**src/rtl/pipeline_hazard_ctrl.sv**
```systemverilog
// pipeline_hazard_ctrl
// Central sequencer for the IF/ID, ID/EX, EX/MEM and MEM/WB latches and the PC.
// Each cycle it produces one enable/bubble pair per latch plus the PC enable.
// A stall, a flush, a halt drain or a data-cache wait can each change that pair.
// A latch srst overrides its en, and srst=1 loads a bubble.
//
// Ports:
//   CLK, nRST           clock, asynchronous active-low reset
//   ihit_i, dhit_i      instruction / data cache completion this cycle
//   exmem_*_i           EX/MEM latch state: dmem read/write, redirect, hlt
//   idex_dREN_i         ID/EX holds a load
//   idex_wsel_i         destination register of the ID/EX instruction
//   ifid_rs_i/rt_i      source registers of the IF/ID instruction
//   ifid_uses_rt_i      IF/ID instruction actually reads rt
//   pc_en_o             PC load enable
//   *_en_o, *_srst_o    per-latch enable and bubble insert
//   halt_o              sticky halted indication
//   stall_cnt_o         saturating count of RUN cycles with pc_en_o=0
//   flush_cnt_o         saturating count of redirects taken
module pipeline_hazard_ctrl #(
  parameter int CNT_W = 16,
  parameter int REG_W = 5
) (
  input  logic             CLK,
  input  logic             nRST,
  input  logic             ihit_i,
  input  logic             dhit_i,
  input  logic             exmem_dREN_i,
  input  logic             exmem_dWEN_i,
  input  logic             exmem_redirect_i,
  input  logic             exmem_hlt_i,
  input  logic             idex_dREN_i,
  input  logic [REG_W-1:0] idex_wsel_i,
  input  logic [REG_W-1:0] ifid_rs_i,
  input  logic [REG_W-1:0] ifid_rt_i,
  input  logic             ifid_uses_rt_i,
  output logic             pc_en_o,
  output logic             ifid_en_o,
  output logic             idex_en_o,
  output logic             exmem_en_o,
  output logic             memwb_en_o,
  output logic             ifid_srst_o,
  output logic             idex_srst_o,
  output logic             exmem_srst_o,
  output logic             memwb_srst_o,
  output logic             halt_o,
  output logic [CNT_W-1:0] stall_cnt_o,
  output logic [CNT_W-1:0] flush_cnt_o
);

  typedef enum logic {
    RUN,
    HALTED
  } state_t;

  state_t           state_q, state_d;
  logic [CNT_W-1:0] stallCnt_q, flushCnt_q;
  logic             stallInc, flushInc;
  logic             dmemWait, loadUse;

  assign dmemWait = (exmem_dREN_i | exmem_dWEN_i) & ~dhit_i;

  // Register $0 is hardwired to zero, so a load targeting it never interlocks.
  assign loadUse = idex_dREN_i & (idex_wsel_i != '0) &
                   ((idex_wsel_i == ifid_rs_i) |
                    (ifid_uses_rt_i & (idex_wsel_i == ifid_rt_i)));

  always_comb begin
    state_d      = state_q;
    pc_en_o      = 1'b1;
    ifid_en_o    = 1'b1;
    idex_en_o    = 1'b1;
    exmem_en_o   = 1'b1;
    memwb_en_o   = 1'b1;
    ifid_srst_o  = 1'b0;
    idex_srst_o  = 1'b0;
    exmem_srst_o = 1'b0;
    memwb_srst_o = 1'b0;
    stallInc     = 1'b0;
    flushInc     = 1'b0;

    if (!nRST) begin
      // Hold the PC while in reset. The latches stay enabled so that they
      // clear cleanly.
      pc_en_o = 1'b0;
    end else if (state_q == HALTED) begin
      pc_en_o    = 1'b0;
      ifid_en_o  = 1'b0;
      idex_en_o  = 1'b0;
      exmem_en_o = 1'b0;
      memwb_en_o = 1'b0;
    end else begin
      if (dmemWait) begin
        // Freeze everything up to EX/MEM. Send a bubble into WB so that the
        // waiting access is not written back twice. Any pending redirect
        // stays asserted and is taken once dhit arrives.
        pc_en_o      = 1'b0;
        ifid_en_o    = 1'b0;
        idex_en_o    = 1'b0;
        exmem_en_o   = 1'b0;
        memwb_srst_o = 1'b1;
      end else if (exmem_hlt_i) begin
        pc_en_o     = 1'b0;
        ifid_srst_o = 1'b1;
        idex_srst_o = 1'b1;
        state_d     = HALTED;
      end else if (exmem_redirect_i) begin
        // The flush beats any load-use interlock, because the interlocked
        // instruction is on the wrong path anyway.
        ifid_srst_o  = 1'b1;
        idex_srst_o  = 1'b1;
        exmem_srst_o = 1'b1;
        flushInc     = 1'b1;
      end else if (loadUse) begin
        // Keep IF/ID even on an ihit miss. Its content is still the
        // instruction that must be re-decoded.
        pc_en_o     = 1'b0;
        ifid_en_o   = 1'b0;
        idex_srst_o = 1'b1;
      end else if (!ihit_i) begin
        pc_en_o     = 1'b0;
        ifid_srst_o = 1'b1;
      end
      stallInc = ~pc_en_o;
    end
  end

  always_ff @(posedge CLK or negedge nRST) begin
    if (!nRST) begin
      state_q    <= RUN;
      stallCnt_q <= '0;
      flushCnt_q <= '0;
    end else begin
      state_q <= state_d;
      if (stallInc && (stallCnt_q != {CNT_W{1'b1}}))
        stallCnt_q <= stallCnt_q + CNT_W'(1);
      if (flushInc && (flushCnt_q != {CNT_W{1'b1}}))
        flushCnt_q <= flushCnt_q + CNT_W'(1);
    end
  end

  assign halt_o      = (state_q == HALTED);
  assign stall_cnt_o = stallCnt_q;
  assign flush_cnt_o = flushCnt_q;

endmodule
```
**config.mk**
```make
export PLATFORM = sky130hd
export DESIGN_NAME = pipeline_hazard_ctrl
export DESIGN_NICKNAME = d
export VERILOG_FILES = /design/src/rtl/pipeline_hazard_ctrl.sv
export SDC_FILE = /design/constraint.sdc
export NUM_CORES = 1
export LEC_CHECK = 0
export CORE_UTILIZATION = 35
export CTS_BUF_LIST = sky130_fd_sc_hd__clkbuf_4
export CTS_CLUSTER_SIZE = 14
export DETAILED_ROUTE_END_ITERATION = 16
export PLACE_DENSITY = 0.74
export SETUP_SLACK_MARGIN = 0.02
export SLEW_MARGIN = 40
export SYNTH_ARGS = -nofsm -noshare
export SYNTH_HDL_FRONTEND = slang
export SYNTH_SLANG_ARGS = --single-unit
```
**constraint.sdc**
```tcl
create_clock -name CLK -period 2.2 [get_ports CLK]
set_input_delay 0.33 -clock CLK [delete_from_list [all_inputs] [get_ports CLK]]
set_output_delay 0.33 -clock CLK [all_outputs]
set_load 0.05 [all_outputs]
```
# --- Yosys cells after proc, flatten, opt, wreduce, memory -nomap -nowiden ---
# Index checks and enable logic that the tools add are counted.
# W data, S select, Z words.
op_classes:
  n_bitwise: 8
  reduce_logical: 3
  mux: 46
  n_eq_ne: 4
  addsub: 2
ops:
  columns: ["operator", "count"]
  rows:
  - ["$mux W1", 46]
  - ["$add A16 B1 Y16 const B", 2]
  - ["$ne A16 B16 Y1 const B", 2]
  - ["$eq A5 B5 Y1", 2]
  - ["$reduce_bool A5 Y1", 1]
  - ["$and A1 B1 Y1", 4]
  - ["$logic_and A1 B1 Y1", 2]
  - ["$not A1 Y1", 2]
  - ["$or A1 B1 Y1", 2]
totals:
  regBits: 33
  out_inout_bits: 42
  word_cells: 66

# --- Depth between registers and ports, before layout ---
# Gate-level depths: netlist of run 1.
depth:
  word_depth: 14
  depth_mapped: 7
  ltp_nobuf: 7

# --- Least setup slack after synthesis of run 1 ---
# No wires, ideal clock.
synth_timing:
  kind: "in2out"
  startpoint: "in idex_wsel_i[1]"
  endpoint: "out ifid_en_o"
  cell_stages: 5
  required_ns: 1.870
  arrival_time_ns: 2.378
  setup_slack_ns: -0.508
  cell_sequence: "or4_1 > o21ai_1 > nand2b_1 > nor3_1 > o31ai_1"
synth_via:
  elab_chain_len: 10
  elab_cells_between_ends: 13
  classes_between: "eq/ne (2); mux (6); bitwise (4); reduce/logical (1)"
synth_rtl:
  columns: ["element", "line_no", "source"]
  rows:
  - ["start, declared", "33", "input logic [REG_W-1:0] idex_wsel_i,"]
  - ["$eq A5 B5 Y1", "66", "(ifid_uses_rt_i & (idex_wsel_i == ifid_rt_i)));"]
  - ["$and A1 B1 Y1", "66", null]
  - ["$or A1 B1 Y1", "65", "((idex_wsel_i == ifid_rs_i) |"]
  - ["$and A1 B1 Y1 (*)", "64", "assign loadUse = idex_dREN_i & (idex_wsel_i != '0) &"]
  - ["$mux W1 (*)", "114", "end else if (loadUse) begin"]
  - ["$mux W1 (*)", "107", "end else if (exmem_redirect_i) begin"]
  - ["$mux W1 (*)", "102", "end else if (exmem_hlt_i) begin"]
  - ["$mux W1 (*)", "93", "if (dmemWait) begin"]
  - ["$mux W1 (*)", "86", "end else if (state_q == HALTED) begin"]
  - ["$mux W1 (*)", "82", "if (!nRST) begin"]
  - ["end, declared", "38", "output logic ifid_en_o,"]
# Every way passes the cells marked *; elsewhere a longest branch is shown, timed or not.

# --- Worst setup path in the final report of run 1 ---
# Same ends and word-level chain as after synthesis.

==> results.yml, run 1 <==
min_path:
  hp-class: "input port to asynchronous set/reset pin"
placed_design:
  dp_hpwl_um: 3320
  dpl_cell_area_um2: 2770
  place.port_buffers: 66
  place_congestion: 0.792
die:
  core_um2: 4820
  die_y_um: 73.4
  fp-row-count: 25
  die_area_um2: 5390
  start_util_pct: 37.0
  fp.dieW_um: 73.4
  io_pins: 67
final_layout:
  diodes: 0
  design_area_um2: 2930
  drive_above_1_share_pct: 23.6
  areaGrowthSynthToFinish_pct: 64.2
  fin_nets: 301
setup_path:
  end_kind: "output pin"
  crit_arrival_ps: 1840
  ff2ff_setup_slack_ps: 290
  r2r_start: "halt_o"
  reg2reg_to: "stall_cnt_o[5]"
  r2r_cells: 6
  path_class: "input port to output pin"
  required_ps: 1870
  cp-start-kind: "input port"
  crit_path_start: "idex_wsel_i[1]"
  worstPathMaxFanout: 4
sta:
  fin_skew_ps: 5.24
  relSlewSlack_pct: 64.1
  hold_viol: 0
  tns_ps: 0
  fmax_mhz: 462
  period_share_pct: 98.5
  final_period_minus_worst_setup_slack_ps: 2170
  worstMarginPinSlew_ps: 537
  setup_viol: 0
  slew_violations: 0
power_and_ir_drop:
  vdd_drop_max_v: 0.000516
  p_leak_uw: 0.00129
  power.density_nw_per_um2: 599
clock_network:
  clk-insertion-delay-late_ps: 330
  numCtsBuffers: 5
  cts-root-buf: "clkbuf_4"
  path_clk_slew_ps: 100
  clockBufferDepth: 2
  clock-sinks: 33
  cts_tree: "built"
  htreeDepth: 2
synthesis:
  post-synth-top-area-cell: "dfrtp_1"
  synth.most_common_cell: "dfrtp_1"
  synth_top_flop_cell: "dfrtp_1"
  seq_area_frac_synth_pct: 46.3
  yosys-top-cells-area: "dfrtp_1 (46%), xnor2_1 (11%), xor2_1 (7.4%)"
  synthArstFlopShare_pct: 100
  syn_area_um2: 1780
  postSynthCellCount: 178
  ys_types: 37
  synth_common_cells: "dfrtp_1 (33), xnor2_1 (23), nand2_1 (22)"
  avgSynthCellArea_um2: 10.0
  syn-num-nets: 205
  synth-seq-cells: 33
  synth_edf_count: 0
  synth_warnings: 0
  yosys.area.top_type_share_pct: 46.3
route:
  drcViolationCount: 0
  avgRoutedWirePerCell_um: 13.1
  drt_wl_total_um: 4480
  vias: 1635
  firstDrtPassIters: 4
  drtIter0Drc: 43
  viasPerCell: 4.78
  ant_nets: 0
flow_run:
  drv_cap: 0
global_route:
  grt_pass1_wl_um: 7140
  gr-usage-all-layers_pct: 17.4
  grt_max_degree: 29
  antenna_found_initial: 0
  grt_pass1_vias: 1537
  grt.overflow.total: 0
status:
  status: "complete, no violations"
-- how the worst max path moves through the flow --
stage / cells past startpoint / endpoint / slack, ps
final: 7 / ifid_en_o / 30
after global routing: 7 / ifid_en_o / -20
after CTS: 7 / ifid_en_o / -30
after detailed placement: 7 / ifid_en_o / -310
after global placement: 7 / ifid_en_o / -270
after floorplan: 5 / ifid_en_o / -80
-- layout make-up --
| cell class | instances | area (um^2) |
|---|---|---|
| multi-input cells | 142 | 1010 |
| flip-flops and latches | 33 | 828 |
| well taps | 67 | 83.8 |
| inverters | 2 | 11.3 |
| fillers | 417 | 1890 |
| repair buffers | 90 | 920 |
| clock inverters | 2 | 33.8 |
| clock buffers | 6 | 45.0 |
-- sequential cells by signal (all words and copies together), names as in the netlist --
register / cells
flush_cnt_o: 16
halt_o: 1
stall_cnt_o: 16
-- layer usage --
| layer | track usage [%] | wire length [um] | part of all wire (%) |
|---|---|---|---|
| met5 | 0 | 0 | 0 |
| met2 | 27.5 | 2040 | 45 |
| met1 | 23.3 | 2110 | 47 |
| met3 | 3.70 | 271 | 6.0 |
| met4 | 7.05 | 60 | 1.3 |
-- power breakdown --
group | total (uW) | internal, uW | switching (uW) | leakage (uW)
clock network | 457 | 249 | 208 | 0.0000433
registers | 738 | 666 | 71.5 | 0.000426
logic | 562 | 227 | 334 | 0.000821
total | 1760 | 1140 | 614 | 0.00129
-- repair_timing --
item / CTS / global route
endpoints found under the hold margin: 5 / 0
setup buffers: 1 / 1
hold buffers: 1 / 0
resized for setup: 15 / 17
pin swaps: 3 / 12
endpoints found under the setup margin: 4 / 3
-- placed cells by master, fill, tap and decap left out, types with 3 or more instances in the layout --
| cell | netlist | routed |
|---|---|---|
| xor2_1 | 15 | 15 |
| dlymetal6s2s_1 | 0 | 8 |
| nand4_1 | 4 | 4 |
| dfrtp_1 | 33 | 31 |
| a31oi_1 | 3 | 3 |
| clkdlybuf4s50_1 | 0 | 43 |
| a21oi_1 | 5 | 3 |
| nor3_1 | 6 | 4 |
| buf_12 | 0 | 7 |
| xnor2_1 | 23 | 22 |
| nand3_1 | 12 | 12 |
| clkbuf_2 | 0 | 3 |
| nor4_1 | 4 | 4 |
| nor2_1 | 14 | 14 |
| nand2_1 | 22 | 22 |
| clkbuf_4 | 0 | 6 |
| buf_4 | 1 | 24 |
-- stage by stage --
| stage | setup slack (ps) | utilization [%] | power, uW | hold WS, ps | std cells |
|---|---|---|---|---|---|
| 4_1_cts | -27.4 | 60.1 | 1780 | 53.1 | 341 |
| 6_report | 33.9 | 60.8 | 1760 | 56.1 | 342 |
| 3_5_place_dp | -305 | 57.5 | 1310 | 328 | 331 |
| 5_1_grt | -17.8 | 60.8 | 1840 | 80.7 | 342 |
| 2_1_floorplan | -81.0 | - | 1060 | 34.4 | 178 |
| 3_3_place_gp | -266 | 57.5 | 1290 | 326 | 331 |
-- critical path, stage by stage --
cell and delay (ps):
clkbuf_2 90, or4_4 540, o21ai_4 150, nand2b_4 180, nor3_4 50, o31ai_2 260
clkbuf_16 230
-- logic make-up after synthesis --
logic type                 Yosys count  synth area share [%]
muxes                                3                  2.31
buffers and inverters                3                 0.842
xor gates and xnor gates            38                  18.7
AOI/OAI and AO/OA                   19                  8.06
and+or+nand+nor                     80                  22.4
adders and majority gates            2                  1.40
DFF                                 33                  46.3
(Power assumes the default switching activity.)
==> inputs of run 2 (changes only) <==
--- a/config.mk
+++ b/config.mk
@@ -5,11 +5,13 @@
 export SDC_FILE = /design/constraint.sdc
 export NUM_CORES = 1
 export LEC_CHECK = 0
+export CORE_MARGIN = 1.5
 export CORE_UTILIZATION = 35
 export CTS_BUF_LIST = sky130_fd_sc_hd__clkbuf_4
+export CTS_CLUSTER_DIAMETER = 150
 export CTS_CLUSTER_SIZE = 14
 export DETAILED_ROUTE_END_ITERATION = 16
-export PLACE_DENSITY = 0.74
+export PLACE_DENSITY = 0.66
 export SETUP_SLACK_MARGIN = 0.02
 export SLEW_MARGIN = 40
 export SYNTH_ARGS = -nofsm -noshare
==> results.yml, run 2 (synthesis gave the netlist of run 1 again) <==
status:
  status: "complete, no violations"
clock_network:
  cts-root-buf: "clkbuf_4"
  path_clk_slew_ps: 110
  clk-insertion-delay-late_ps: 340
  htreeDepth: 2
  cts_tree: "built"
  clockBufferDepth: 2
  numCtsBuffers: 5
  clock-sinks: 33
final_layout:
  layoutNonFillerInstCount: 345
  areaGrowthSynthToFinish_pct: 63.7
  drive_above_1_share_pct: 23.7
  multi_input_area_um2: 1010
  fin_nets: 304
  final_common_cell: "clkdlybuf4s50_1"
  design_area_um2: 2920
  register_area_um2: 828
  diodes: 0
  fillers: 438
  final_cell_mix: "clkdlybuf4s50_1 (49), dfrtp_1 (31), buf_4 (27)"
sta:
  slew_violations: 0
  tns_ps: 0
  relSlewSlack_pct: 65.5
  worstMarginPinSlew_ps: 513
  fmax_mhz: 471
  rsz0062_at_grt: "false"
  setup_viol: 0
  period_share_pct: 96.5
  fin_skew_ps: 8.36
  hold_viol: 0
  final_period_minus_worst_setup_slack_ps: 2120
die:
  core_um2: 4820
  io_pins: 67
  fp.dieW_um: 74.4
  die_area_um2: 5540
  die_y_um: 74.4
  fp-row-count: 25
  start_util_pct: 37.0
min_path:
  hp-class: "input port to asynchronous set/reset pin"
setup_path:
  worstPathMaxFanout: 4
  crit_slowest_cell: "or4_4"
  crit_family: "simple AND/OR/NAND/NOR gates"
  max_stage_delay_ps: 420
  path_class: "input port to output pin"
  end_kind: "output pin"
  cp-start-kind: "input port"
  cp_cell_sequence: "clkdlybuf4s15_1 -> or4_4 -> o21ai_2 -> nand2b_4 -> a21oi_2 -> nor3_2 -> clkbuf_16"
  crit_arrival_ps: 1790
  cp_num_buf_inv: 2
  required_ps: 1870
global_route:
  grt.overflow.total: 0
  antenna_found_initial: 0
  grt_pass1_wl_um: 7040
  grt_pass1_vias: 1537
  grt_max_degree: 25
  gr-usage-all-layers_pct: 16.6
route:
  viasPerCell: 4.81
  vias: 1660
  avgRoutedWirePerCell_um: 13.1
  firstDrtPassIters: 5
  ant_nets: 0
  drtIter0Drc: 59
  drcViolationCount: 0
  drt_wl_total_um: 4520
power_and_ir_drop:
  power.density_nw_per_um2: 555
  p_leak_uw: 0.00124
  total_power_uw: 1620
  vdd_drop_max_v: 0.000551
placed_design:
  dp_hpwl_um: 3450
  place_congestion: 0.792
  place_inst: 333
  dpl_cell_area_um2: 2790
  place.port_buffers: 66
flow_run:
  drv_cap: 0
==> run 2: cell types whose count changed in the layout (fill, tap and decap cells not counted), moves of 2 or more <==
cell             before  now
dlymetal6s2s_1        8    2
buf_4                24   27
clkbuf_2              3    1
clkdlybuf4s50_1      43   49
==> run 2: power by group <==
group	internal, uW	total, uW	switching, uW
registers	666	737	70.8
clock network	116	324	209
logic	230	560	330
==> run 2: path summary, 6_finish.rpt <==
| check | startpoint | to | slack (ps) | cells after the start |
|---|---|---|---|---|
| setup / recovery | idex_wsel_i[4] | pc_en_o | 80 | 7 |
| setup reg to reg | halt_o | flush_cnt_o[5] | 290 | 8 |
| max in group asynchronous | nRST | stall_cnt_o[1] | 1490 | 3 |
| min in group CLK | flush_cnt_o[8] | flush_cnt_o[8] | 490 | 1 |
| hold reg to reg | flush_cnt_o[8] | flush_cnt_o[8] | 490 | 1 |
| hold / removal | nRST | flush_cnt_o[13] | 3 | 2 |
==> run 2: per-layer routing <==
layer | wire length (um) | part of all wire (%) | global-route usage (%)
met2 | 2100 | 47 | 26.0
met5 | 0 | 0 | 0
met3 | 303 | 6.7 | 4.47
met4 | 46 | 1.0 | 5.45
met1 | 2060 | 46 | 22.3
==> run 2: layout make-up <==
| cell class | instances | share of cell area [%] |
|---|---|---|
| Clock buffer | 5 | 1.28 |
| Multi-Input combinational cell | 142 | 34.6 |
| Sequential cell | 33 | 28.4 |
| Tap cell | 67 | 2.87 |
| Timing Repair Buffer | 93 | 32.1 |
| Clock inverter | 3 | 0.428 |
| Inverter | 2 | 0.385 |
==> run 2: repair_timing <==
item                                   CTS  global route
resized for setup                       19             8
setup buffers                            1             2
hold buffers                             1             0
pin swaps                                5            10
setup endpoints to repair                4             4
endpoints found under the hold margin   12             0
==> run 2: metrics by stage <==
step / hold WS, ps / setup WS (ps) / utilization [%]
after floorplan: 34.4 / -81.0 / -
after global placement: 337 / -259 / 57.8
after detailed placement: 329 / -291 / 57.8
after CTS: 4.03 / 43.2 / 59.8
after global routing: 14.4 / 8.79 / 60.6
final: 3.42 / 76.2 / 60.6
==> run 2: worst reg2reg max path: stages (launching register included) <==
cell and delay [ps]:
dfrtp_1 390, buf_4 160, nor2b_1 180, nand4b_1 220
buf_4 210, a311oi_2 230, buf_4 190, nand3_1 90
xnor2_1 140
==> inputs of run 3 (changes only) <==
--- a/config.mk
+++ b/config.mk
@@ -5,13 +5,13 @@
 export SDC_FILE = /design/constraint.sdc
 export NUM_CORES = 1
 export LEC_CHECK = 0
-export CORE_MARGIN = 1.5
-export CORE_UTILIZATION = 35
+export CORE_MARGIN = 4
+export CORE_UTILIZATION = 46
 export CTS_BUF_LIST = sky130_fd_sc_hd__clkbuf_4
 export CTS_CLUSTER_DIAMETER = 150
 export CTS_CLUSTER_SIZE = 14
 export DETAILED_ROUTE_END_ITERATION = 16
-export PLACE_DENSITY = 0.66
+export PLACE_DENSITY = 0.83
 export SETUP_SLACK_MARGIN = 0.02
 export SLEW_MARGIN = 40
 export SYNTH_ARGS = -nofsm -noshare
==> results.yml, run 3 (synthesis gave the netlist of run 1 again) <==
setup_path:
  cp_cell_sequence: "buf_2 -> or4_4 -> o21ai_4 -> nand2b_4 -> buf_6 -> nand2b_4 -> a21oi_4 -> buf_12"
  end_kind: "output pin"
  max_stage_delay_ps: 540
  cp_common_cell: "nand2b_4"
  cp-start-kind: "input port"
  path_class: "input port to output pin"
  required_ps: 1870
  crit_arrival_ps: 1830
  crit_slowest_cell: "or4_4"
  ff2ff_setup_slack_ps: 260
  worstPathMaxFanout: 4
route:
  drtIter0Drc: 49
  topRoutingLayerUsed: "met4"
  avgRoutedWirePerCell_um: 14.6
  drcViolationCount: 0
  vias: 1699
  firstDrtPassIters: 4
  wl_met1_um: 2190
  ant_nets: 0
  wl_met2_um: 2210
  viasPerCell: 5.24
  drt_wl_total_um: 4730
  wl_met3_um: 268
sta:
  worstMarginPinSlew_ps: 515
  setup_slack_ps: 41.3
  hold_viol: 0
  final_period_minus_worst_setup_slack_ps: 2160
  slew_violations: 0
  fmax_mhz: 463
  rsz0062_at_grt: "true"
  relSlewSlack_pct: 65.6
  fin_skew_ps: 8.63
  period_share_pct: 98.1
  setup_viol: 0
placed_design:
  place_congestion: 0.901
  dpl_cell_area_um2: 2740
  dpl_worst_slack_ps: -331
  dp_hpwl_um: 3480
  place.port_buffers: 66
  place_inst: 311
final_layout:
  drive_above_1_share_pct: 24.6
  layoutNonFillerInstCount: 324
  diodes: 0
  areaGrowthSynthToFinish_pct: 63.1
  design_area_um2: 2910
  final_common_cell: "clkdlybuf4s50_1"
  final_cell_mix: "clkdlybuf4s50_1 (46), dfrtp_1 (31), buf_4 (24)"
  final_core_util_pct: 78.3
  fin_nets: 302
clock_network:
  numCtsBuffers: 5
  cts_tree: "built"
  clk-insertion-delay-late_ps: 340
  htreeDepth: 2
  path_clk_slew_ps: 110
  clockBufferDepth: 2
  clock-sinks: 33
  cts-root-buf: "clkbuf_4"
status:
  status: "complete, no violations"
die:
  die_area_um2: 4940
  die_y_um: 70.3
  start_util_pct: 48.0
  fp.dieW_um: 70.3
  core_um2: 3720
  io_pins: 67
  fp-row-count: 22
min_path:
  hp-class: "input port to asynchronous set/reset pin"
power_and_ir_drop:
  total_power_uw: 1640
  p_leak_uw: 0.00125
  power.density_nw_per_um2: 563
  vdd_drop_max_v: 0.000725
global_route:
  grt_max_degree: 36
  antenna_found_initial: 0
  grt.overflow.total: 0
  grt_pass1_vias: 1701
  gr-usage-all-layers_pct: 19.9
  grt_pass1_wl_um: 7870
flow_run:
  drv_cap: 0
run 3: cell count changes in the layout (fill, tap and decap cells not counted), moves of 2 or more:
cell	change
buf_4	-3
clkdlybuf4s50_1	-3
dlymetal6s2s_1	+2
clkinv_1	-2
run 3: final timing paths:
path,start,cells after the start,end
max reg2reg,halt_o,8,flush_cnt_o[6]
min reg2reg,flush_cnt_o[14],1,flush_cnt_o[14]
min,nRST,2,flush_cnt_o[2]
max,idex_wsel_i[4],8,ifid_srst_o
max in group asynchronous,nRST,2,halt_o
min in group CLK,nRST,2,halt_o
run 3: metrics by stage:
stage                     hold WS [ps]  TNS [ps]
after floorplan                   34.4     -81.0
after global placement             132     -2500
after detailed placement           133     -3420
after CTS                         67.2         0
after global routing              98.7     -48.0
final                             64.3         0
run 3: worst max-delay path: cells and delay by family:
family	cells	cell delay, ps
buf+inv	3	370
simple gates	3	790
compound gates	2	330
run 3: final cells by class:
| cell class | count | area, um^2 |
|---|---|---|
| Clock inverter | 3 | 17.5 |
| Sequential cell | 33 | 828 |
| Timing Repair Buffer | 91 | 920 |
| Tap cell | 48 | 60.1 |
| Fill cell | 254 | 806 |
| Inverter | 2 | 11.3 |
| Clock buffer | 5 | 37.5 |
| Multi-Input combinational cell | 142 | 1040 |
run 3: what timing repair did:
item | 4_1_cts | 5_1_grt
pin swaps | 8 | 11
gates resized for setup | 21 | 12
hold buffers | 1 | 0
endpoints found under the hold margin | 1 | 0
buffers inserted | 3 | 1
setup endpoints to repair | 4 | 4
run 3: report_power, final:
part	internal, uW	total, uW	switching (uW)
Sequential	666	738	71.4
Combinational	229	567	338
Clock	120	333	213
run 3: routing by layer:
metal | up-vias | track usage, %
met1 | 810 | 26.2
li1 | 820 | -
met5 | - | 0
met2 | 62 | 30.9
met3 | 7 | 5.32
met4 | 0 | 7.66
